<file path="config.mk">
export PLATFORM = sky130hd
export DESIGN_NAME = vector_join_unit
export DESIGN_NICKNAME = d
export VERILOG_FILES = /design/src/rtl/vector_join_unit.sv
export SDC_FILE = /design/constraint.sdc
export NUM_CORES = 1
export LEC_CHECK = 0
export CORE_MARGIN = 2
export CORE_UTILIZATION = 61
export CTS_CLUSTER_DIAMETER = 100
export DETAILED_ROUTE_END_ITERATION = 12
export GPL_TIMING_DRIVEN = 0
export PLACE_DENSITY_LB_ADDON = 0.15
export REMOVE_ABC_BUFFERS = 1
export SLEW_MARGIN = 30
export SYNTH_ARGS = -nofsm -noshare
export SYNTH_HDL_FRONTEND = slang
export SYNTH_SLANG_ARGS = --single-unit
</file>
<file path="constraint.sdc">
create_clock -name CLK -period 4.75 [get_ports CLK]
set_input_delay 1.1875 -clock CLK [delete_from_list [all_inputs] [get_ports CLK]]
set_output_delay 1.1875 -clock CLK [all_outputs]
set_load 0.02 [all_outputs]
</file>
<file path="src/rtl/vector_join_unit.sv">
// vector_join_unit: collects N-lane beats into a V-element vector using strided
// or packed placement, with valid/ready handshakes on both sides and early
// termination that leaves the unwritten elements at zero.
module vector_join_unit #(
  parameter int unsigned L = 8,
  parameter int unsigned V = 20,
  parameter int unsigned N = 4,
  localparam int unsigned S  = V / N,
  localparam int unsigned CW = $clog2(S + 1)
) (
  input  logic                    CLK,
  input  logic                    RST,
  input  logic                    mode_i,
  input  logic                    in_valid_i,
  output logic                    in_ready_o,
  input  logic                    in_last_i,
  input  logic [N-1:0][L-1:0]     vector_i,
  output logic                    out_valid_o,
  input  logic                    out_ready_i,
  output logic [V-1:0][L-1:0]     vector_o,
  output logic [CW-1:0]           count_o
);

  localparam int unsigned IW = (V > 1) ? $clog2(V) : 1;

  typedef enum logic {FILL, FULL} state_t;

  state_t                state_q, state_d;
  logic [CW-1:0]         b_q, b_d;
  logic                  m_q, m_d;
  logic [V-1:0][L-1:0]   buf_q, buf_d;
  logic [V-1:0][L-1:0]   vec_q, vec_d;
  logic [CW-1:0]         cnt_q, cnt_d;

  logic                  m_eff;
  logic [IW-1:0]         idx;
  logic [V-1:0][L-1:0]   merged;

  // Ready is a pure state decode, held low while reset is asserted.
  assign in_ready_o  = (state_q == FILL) && !RST;
  assign out_valid_o = (state_q == FULL);
  assign vector_o    = vec_q;
  assign count_o     = cnt_q;

  // Register all state; reset discards any partial or pending vector.
  always_ff @(posedge CLK) begin
    if (RST) begin
      state_q <= FILL;
      b_q     <= '0;
      m_q     <= 1'b0;
      buf_q   <= '0;
      vec_q   <= '0;
      cnt_q   <= '0;
    end else begin
      state_q <= state_d;
      b_q     <= b_d;
      m_q     <= m_d;
      buf_q   <= buf_d;
      vec_q   <= vec_d;
      cnt_q   <= cnt_d;
    end
  end

  // Merge the current beat into the buffer and decide the next state.
  always_comb begin
    state_d = state_q;
    b_d     = b_q;
    m_d     = m_q;
    buf_d   = buf_q;
    vec_d   = vec_q;
    cnt_d   = cnt_q;
    idx     = '0;
    merged  = buf_q;

    // The mode for the whole vector is taken from the beat at b = 0.
    m_eff = (b_q == '0) ? mode_i : m_q;

    for (int unsigned j = 0; j < N; j++) begin
      if (m_eff) idx = IW'(32'(b_q) * N + j);
      else       idx = IW'(32'(b_q) + j * S);
      merged[idx] = vector_i[j];
    end

    case (state_q)
      FILL: begin
        if (in_valid_i) begin
          m_d = m_eff;
          if (in_last_i || (b_q == CW'(S - 1))) begin
            vec_d   = merged;
            cnt_d   = b_q + CW'(1);
            buf_d   = '0;
            b_d     = '0;
            state_d = FULL;
          end else begin
            buf_d = merged;
            b_d   = b_q + CW'(1);
          end
        end
      end
      FULL: begin
        if (out_ready_i) begin
          cnt_d   = '0;
          state_d = FILL;
        end
      end
      default: state_d = FILL;
    endcase
  end

endmodule
</file>
==> results.json, run 1 <==
{
  "status": "completed",
  "hold_violations": 0,
  "setup_tns_ns": 0,
  "fillers": 2002,
  "p_total_mw": 6.86,
  "fin_crit_ns": 4.65,
  "critical_path_peak_fanout": 29,
  "ios": 203,
  "io_buffers": 202,
  "drc_errors": 0,
  "die_area_sq_mm": 0.0291,
  "placed_cell_area_sq_mm": 0.0192,
  "h-tree-depth": 2,
  "ant_nets": 0,
  "pwr-share-clk_pct": 39.9,
  "fin_util_pct": 75.2,
  "antenna_found_initial": 3,
  "power_leakage_nw": 7.40,
  "num_rows": 60,
  "slowest_stage": "ha_1",
  "area_growth_syn_to_layout_pct": 20.5,
  "critPathLaunchType": "register",
  "synth.top_cell.area_share_pct": 38.8,
  "grt_usage_pct": 39.7,
  "combPwrFrac_pct": 17.4,
  "synth_area_leader_cell": "dfxtp_1",
  "rsz0062_at_grt": "no",
  "synth.distinct_cells": 72,
  "fin_crit_sh_pct": 97.9,
  "clk_pin_slew_worst_paths_ns": 0.06,
  "initial_core_util_pct": 62.4,
  "fp.coreArea_sq_mm": 0.0271,
  "synth_async_sr_flop_share_pct": 0,
  "numCtsBuffers": 35,
  "crit_chain": "inv_2 > ha_1 > inv_2 > or3_1 > nor3_2 > a211oi_1 > a221oi_1 > a211oi_1",
  "die_w_um": 171,
  "hp-class": "reg2reg",
  "synth_cells": 2055,
  "cap_violations": 0,
  "path_depth": 8,
  "r2r_cells": 8,
  "postCtsSetupBuffers": 0,
  "critical_path.top_delay_family": "simple AND/OR/NAND/NOR gates",
  "viasPerCell": 6.93,
  "final_cell_area_sq_mm": 0.0204,
  "finalWeightedCongestion": 0.958,
  "syn-cell-area_sq_mm": 0.0169,
  "critPathMaxStageDelay_ns": 0.99,
  "reg2reg_setup_slack_ns": 0.1,
  "ctsResizeCount": 0,
  "worstMarginPinSlew_ns": 1.12,
  "seq_area_frac_synth_pct": 38.8,
  "fin_skew_ns": 0.0141,
  "post_drt_wl_per_cell_um": 23.7,
  "drive_gt1_share_pct": 8.10,
  "crit_end": "vector_o[35]$_SDFFE_PP0P_",
  "via_count": 17388,
  "insertion_delay_ns": 0.52,
  "slew_headroom_pct": 25.4,
  "synthFlopType": "dfxtp_1",
  "first_iter_violations": 2509,
  "grt_first_pass_wirelength_um": 90900,
  "fmax_mhz": 215,
  "ir_worst_vdd_uv": 259,
  "crit_start": "b_q[0]$_SDFFE_PP0P_",
  "grt_max_degree": 89,
  "power_frac_seq_pct": 42.7,
  "routed_wl_um": 59600,
  "report.final.slew_viol_count": 0,
  "power_density_mw_per_mm2": 336,
  "cts_tree": "done",
  "crit-reg2reg-launch": "b_q[0]$_SDFFE_PP0P_",
  "dp_hpwl_um": 37200,
  "hold_buffers": 0,
  "grt_overflow_total": 0,
  "cp-end-kind": "register",
  "p_int_mw": 4.91,
  "cts_root_buffer": "clkbuf_16",
  "min_path_cells": 2,
  "seq_area_sq_mm": 0.00657,
  "setup_viol": 0,
  "finalNetCount": 2158,
  "clk_path_buf_depth": 3,
  "cts_sinks": 328,
  "synth-seq-cells": 328,
  "yosys-top-cells-area": "dfxtp_1 (39%), a211oi_1 (7.2%), mux2i_1 (6.4%)",
  "path_buf_inv": 2,
  "hold_ws_ns": 0.444,
  "r2r-end": "vector_o[35]$_SDFFE_PP0P_",
  "power_switching_mw": 1.95,
  "syn_area_per_cell_sq_um": 8.23,
  "ys_warn_count": 0,
  "multi_input_area_sq_mm": 0.00950,
  "synth_edf_count": 0,
  "required_ns": 5.12,
  "first_pass_iters": 8,
  "crit_type": "reg2reg",
  "die_h_um": 171,
  "grt_pass1_vias": 16424,
  "switching_share_pct": 28.4,
  "cp_data_arrival_time_ns": 5.02
}
how the worst min path moves through the flow:
| stage | start | slack, ns | endpoint |
|---|---|---|---|
| global placement | buf_q[146]$_SDFFE_PP0P_ | 0.43 | buf_q[146]$_SDFFE_PP0P_ |
| CTS | buf_q[144]$_SDFFE_PP0P_ | 0.45 | buf_q[144]$_SDFFE_PP0P_ |
| global route | buf_q[138]$_SDFFE_PP0P_ | 0.47 | buf_q[138]$_SDFFE_PP0P_ |
| finish | buf_q[144]$_SDFFE_PP0P_ | 0.44 | buf_q[144]$_SDFFE_PP0P_ |
| floorplan | buf_q[144]$_SDFFE_PP0P_ | 0.42 | buf_q[144]$_SDFFE_PP0P_ |
| detailed placement | buf_q[144]$_SDFFE_PP0P_ | 0.43 | buf_q[144]$_SDFFE_PP0P_ |
cells by family (layout without fill, tap and decap cells):
family / after synthesis / count (layout) / share of synthesized area (%)
buf+inv: 228 / 309 / 5.73
simple gates: 630 / 630 / 17.8
flops: 328 / 328 / 38.8
other cells: 0 / 2 / 0
compound gates: 736 / 736 / 29.5
fa+ha+maj: 8 / 8 / 0.592
xor+xnor: 1 / 1 / 0.0518
mux: 124 / 124 / 7.54
worst register-to-register path: cells and delay by family (launching register included):
family	cells	cell delay, ns
AOI/OAI and AO/OA	3	0.83
adders and majority gates	1	0.99
buffers and inverters	2	0.68
DFF	1	0.79
and+or+nand+nor	2	1.22
placed cells by master (no fill, tap or decap), drive strengths merged, types with 14 or more instances in the layout:
| master | synthesis | final |
|---|---|---|
| nor3 | 25 | 25 |
| nand3b | 31 | 31 |
| nand3 | 24 | 24 |
| and3 | 23 | 23 |
| mux2i | 110 | 110 |
| nor2 | 234 | 234 |
| a22o | 14 | 14 |
| dfxtp | 328 | 328 |
| a211oi | 178 | 178 |
| buf | 53 | 51 |
| a221oi | 15 | 15 |
| a32oi | 14 | 14 |
| a21oi | 132 | 132 |
| nand2 | 207 | 207 |
| nor2b | 15 | 15 |
| o22ai | 43 | 43 |
| clkdlybuf4s50 | 0 | 185 |
| o31ai | 58 | 58 |
| mux2 | 14 | 14 |
| a31oi | 16 | 16 |
| and2 | 14 | 14 |
| a211o | 14 | 14 |
| a22oi | 20 | 20 |
| o21a | 14 | 14 |
| o21ai | 158 | 158 |
| clkbuf | 163 | 54 |
power by group through the flow:
stage                     Combinational, mW  Sequential [mW]  Clock, mW
after floorplan                       0.528             3.07          0
after global placement                 1.11             2.99          0
after detailed placement               1.15             2.99          0
after CTS                              1.16             2.93       2.74
after global routing                   1.25             2.94       2.84
final                                  1.20             2.93       2.74
routing by layer:
| metal | part of all wire, % | track usage, % | vias up |
|---|---|---|---|
| met2 | 43 | 59.4 | 1220 |
| met5 | 0 | 0 | - |
| li1 | - | - | 7736 |
| met3 | 12 | 8.70 | 379 |
| met1 | 37 | 50.9 | 8053 |
| met4 | 7.9 | 27.7 | 0 |
sequential cells by signal, summed over array words and instances, names as in the netlist:
| register | count |
|---|---|
| count_o | 3 |
| out_valid_o | 1 |
| buf_q | 160 |
| b_q | 3 |
| m_q | 1 |
| vector_o | 160 |
cells in the mapped netlist, types with 13 or more instances:
cell      number
nand2_1      206
o22ai_1       43
nand3b_1      31
nor2b_1       15
o31ai_1       58
a211oi_1     163
clkbuf_1     161
a221oi_1      15
o21ai_1      129
a21oi_1      129
a211oi_2      15
mux2i_1      109
dfxtp_1      328
o21ai_0       29
o21a_1        14
nor2_1       233
nor3_1        18
a31oi_1       16
a211o_1       14
buf_2         38
a22oi_1       20
nand3_1       21
and2_1        13
a32oi_1       14
and3_1        23
a22o_1        14
layout make-up:
class                      instances  area share [%]
clock inverter                     7           0.429
tap                              372            2.28
antenna                            2          0.0245
multi-input combinational       1499            46.6
clock buffer                      54            5.10
sequential                       328            32.2
inverter                          12           0.221
timing repair buffer             236            13.1
through the flow:
step	cells	setup WS (ns)
3_5_place_dp	2447	0.272
5_1_grt	2509	0.00487
4_1_cts	2508	0.221
2_1_floorplan	1839	-5.49
6_report	2510	0.0995
3_3_place_gp	2413	-15.80
Note: power is estimated with default switching activity, not from simulation.
==> run 2, diff against run 1 <==
- CTS_CLUSTER_SIZE: unset -> 16
==> run 2 against run 1 <==
Die area is the same. Critical path type unchanged. First-iteration DRC count shrank 10%. Critical endpoint is now vector_o[32]$_SDFFE_PP0P_. Critical path depth is the same. Count of clock-buffer cells in the layout shrank 29. Highest routed layer unchanged. Utilization shrank 1.8 points. Sequential power is essentially flat. Fmax grew 0.52%. Hold slack gained 0.0053 ns. Worst setup slack gained 0.024 ns. Combinational power is essentially flat.
==> results.json, run 2 (synthesis results as in run 1) <==
{
  "clk_path_buf_depth": 3,
  "setup_tns_ns": 0,
  "die_w_um": 171,
  "dp_slack_ns": 0.272,
  "fillers": 2088,
  "numCtsBuffers": 24,
  "ir_worst_vdd_uv": 341,
  "power_leakage_nw": 7.16,
  "fin_skew_ns": 0.0241,
  "fin_util_pct": 73.4,
  "min_from": "buf_q[144]$_SDFFE_PP0P_",
  "cts_tree": "done",
  "cap_violations": 0,
  "drive_gt1_share_pct": 7.19,
  "insertion_delay_ns": 0.55,
  "slew_headroom_pct": 24.7,
  "ios": 203,
  "required_ns": 5.15,
  "via_count": 17289,
  "grt_max_degree": 89,
  "final_cell_mix": "dfxtp_1 (325), nor2_1 (228), nand2_1 (206)",
  "hp-class": "reg2reg",
  "reg2reg_setup_slack_ns": 0.12,
  "die_area_sq_mm": 0.0291,
  "worstMarginPinSlew_ns": 1.13,
  "report.final.slew_viol_count": 0,
  "clk_pin_slew_worst_paths_ns": 0.08,
  "area_growth_syn_to_layout_pct": 17.6,
  "cp_data_arrival_time_ns": 5.03,
  "final_common_cell": "dfxtp_1",
  "ant_nets": 0,
  "first_pass_iters": 7,
  "power_frac_seq_pct": 48.6,
  "finalWeightedCongestion": 0.958,
  "fin_crit_sh_pct": 97.4,
  "num_rows": 60,
  "io_buffers": 202,
  "h-tree-depth": 1,
  "viasPerCell": 6.99,
  "power_switching_mw": 1.80,
  "r2r_cells": 8,
  "fin_crit_ns": 4.63,
  "multi_input_area_sq_mm": 0.00950,
  "grt_use_met3_pct": 8.30,
  "critPathLaunchType": "register",
  "crit_start": "b_q[1]$_SDFFE_PP0P_",
  "dp_hpwl_um": 37200,
  "p_int_mw": 4.22,
  "setup_viol": 0,
  "routed_wl_um": 58800,
  "grt_pass1_vias": 16055,
  "crit-reg2reg-launch": "b_q[1]$_SDFFE_PP0P_",
  "rsz0062_at_grt": "no",
  "fmax_mhz": 216,
  "hold_violations": 0,
  "cp-end-kind": "register",
  "r2r-end": "vector_o[32]$_SDFFE_PP0P_",
  "initial_core_util_pct": 62.4,
  "pwr-share-clk_pct": 31.6,
  "switching_share_pct": 29.9,
  "status": "completed",
  "ctsResizeCount": 0,
  "met1_usage_pct": 50.3,
  "fp.coreArea_sq_mm": 0.0271,
  "power_density_mw_per_mm2": 303,
  "critical_path_peak_fanout": 31,
  "dp_cells": 2447,
  "first_iter_violations": 2255,
  "finalNetCount": 2147,
  "cts_sinks": 328,
  "cts_root_buffer": "clkbuf_16",
  "combPwrFrac_pct": 19.7,
  "crit_type": "reg2reg",
  "worst_slack_ns": 0.124,
  "grt_overflow_total": 0,
  "seq_area_sq_mm": 0.00657,
  "antenna_found_initial": 2,
  "p_total_mw": 6.02,
  "grt_first_pass_wirelength_um": 89000,
  "hold_buffers": 0,
  "grt_usage_pct": 38.9,
  "crit_end": "vector_o[32]$_SDFFE_PP0P_",
  "postCtsSetupBuffers": 0,
  "post_drt_wl_per_cell_um": 23.8,
  "busiest_layer": "met2",
  "die_h_um": 171,
  "final_cells": 2474,
  "grtUsageMet2_pct": 59.0,
  "drc_errors": 0
}
## run 2: layout make-up
type	count	area share, %
Antenna cell	1	0.0126
Clock buffer	25	3.15
Clock inverter	1	0.0440
Inverter	12	0.226
Multi-Input combinational cell	1499	47.8
Sequential cell	328	33.0
Tap cell	372	2.34
Timing Repair Buffer	236	13.4
## run 2: worst min-delay path by stage
stage,cells after the start,endpoint
floorplan,2,buf_q[144]$_SDFFE_PP0P_
global placement,2,buf_q[146]$_SDFFE_PP0P_
detailed placement,2,buf_q[144]$_SDFFE_PP0P_
CTS,2,buf_q[144]$_SDFFE_PP0P_
global route,2,buf_q[138]$_SDFFE_PP0P_
finish,2,buf_q[144]$_SDFFE_PP0P_
## run 2: stage by stage
step                instance area, sq um  hold slack [ns]
floorplan                          16000            0.417
global placement                   18500            0.426
detailed placement                 19200            0.434
CTS                                19900            0.451
global route                       19900            0.468
finish                             19900            0.449
## run 2: power by group through the flow
stage / Clock, mW / Combinational [mW] / Sequential, mW
after floorplan: 0 / 0.528 / 3.07
after global placement: 0 / 1.11 / 2.99
after detailed placement: 0 / 1.15 / 2.99
after CTS: 1.90 / 1.15 / 2.93
after global routing: 2.00 / 1.24 / 2.94
final: 1.90 / 1.19 / 2.93
## run 2: metal layers
metal | vias to the layer above | wire, um
met1 | 8010 | 21800
li1 | 7702 | -
met4 | 0 | 4310
met5 | - | 0
met3 | 346 | 7350
met2 | 1231 | 25300
## run 2: critical path, stage by stage (launching register included)
cell      delay, ns
dfxtp_2        0.86
inv_1          0.33
ha_1           0.97
inv_2          0.31
or3_1          0.52
nor3_2         0.67
a211oi_1       0.11
a221oi_1       0.54
a211oi_1       0.15
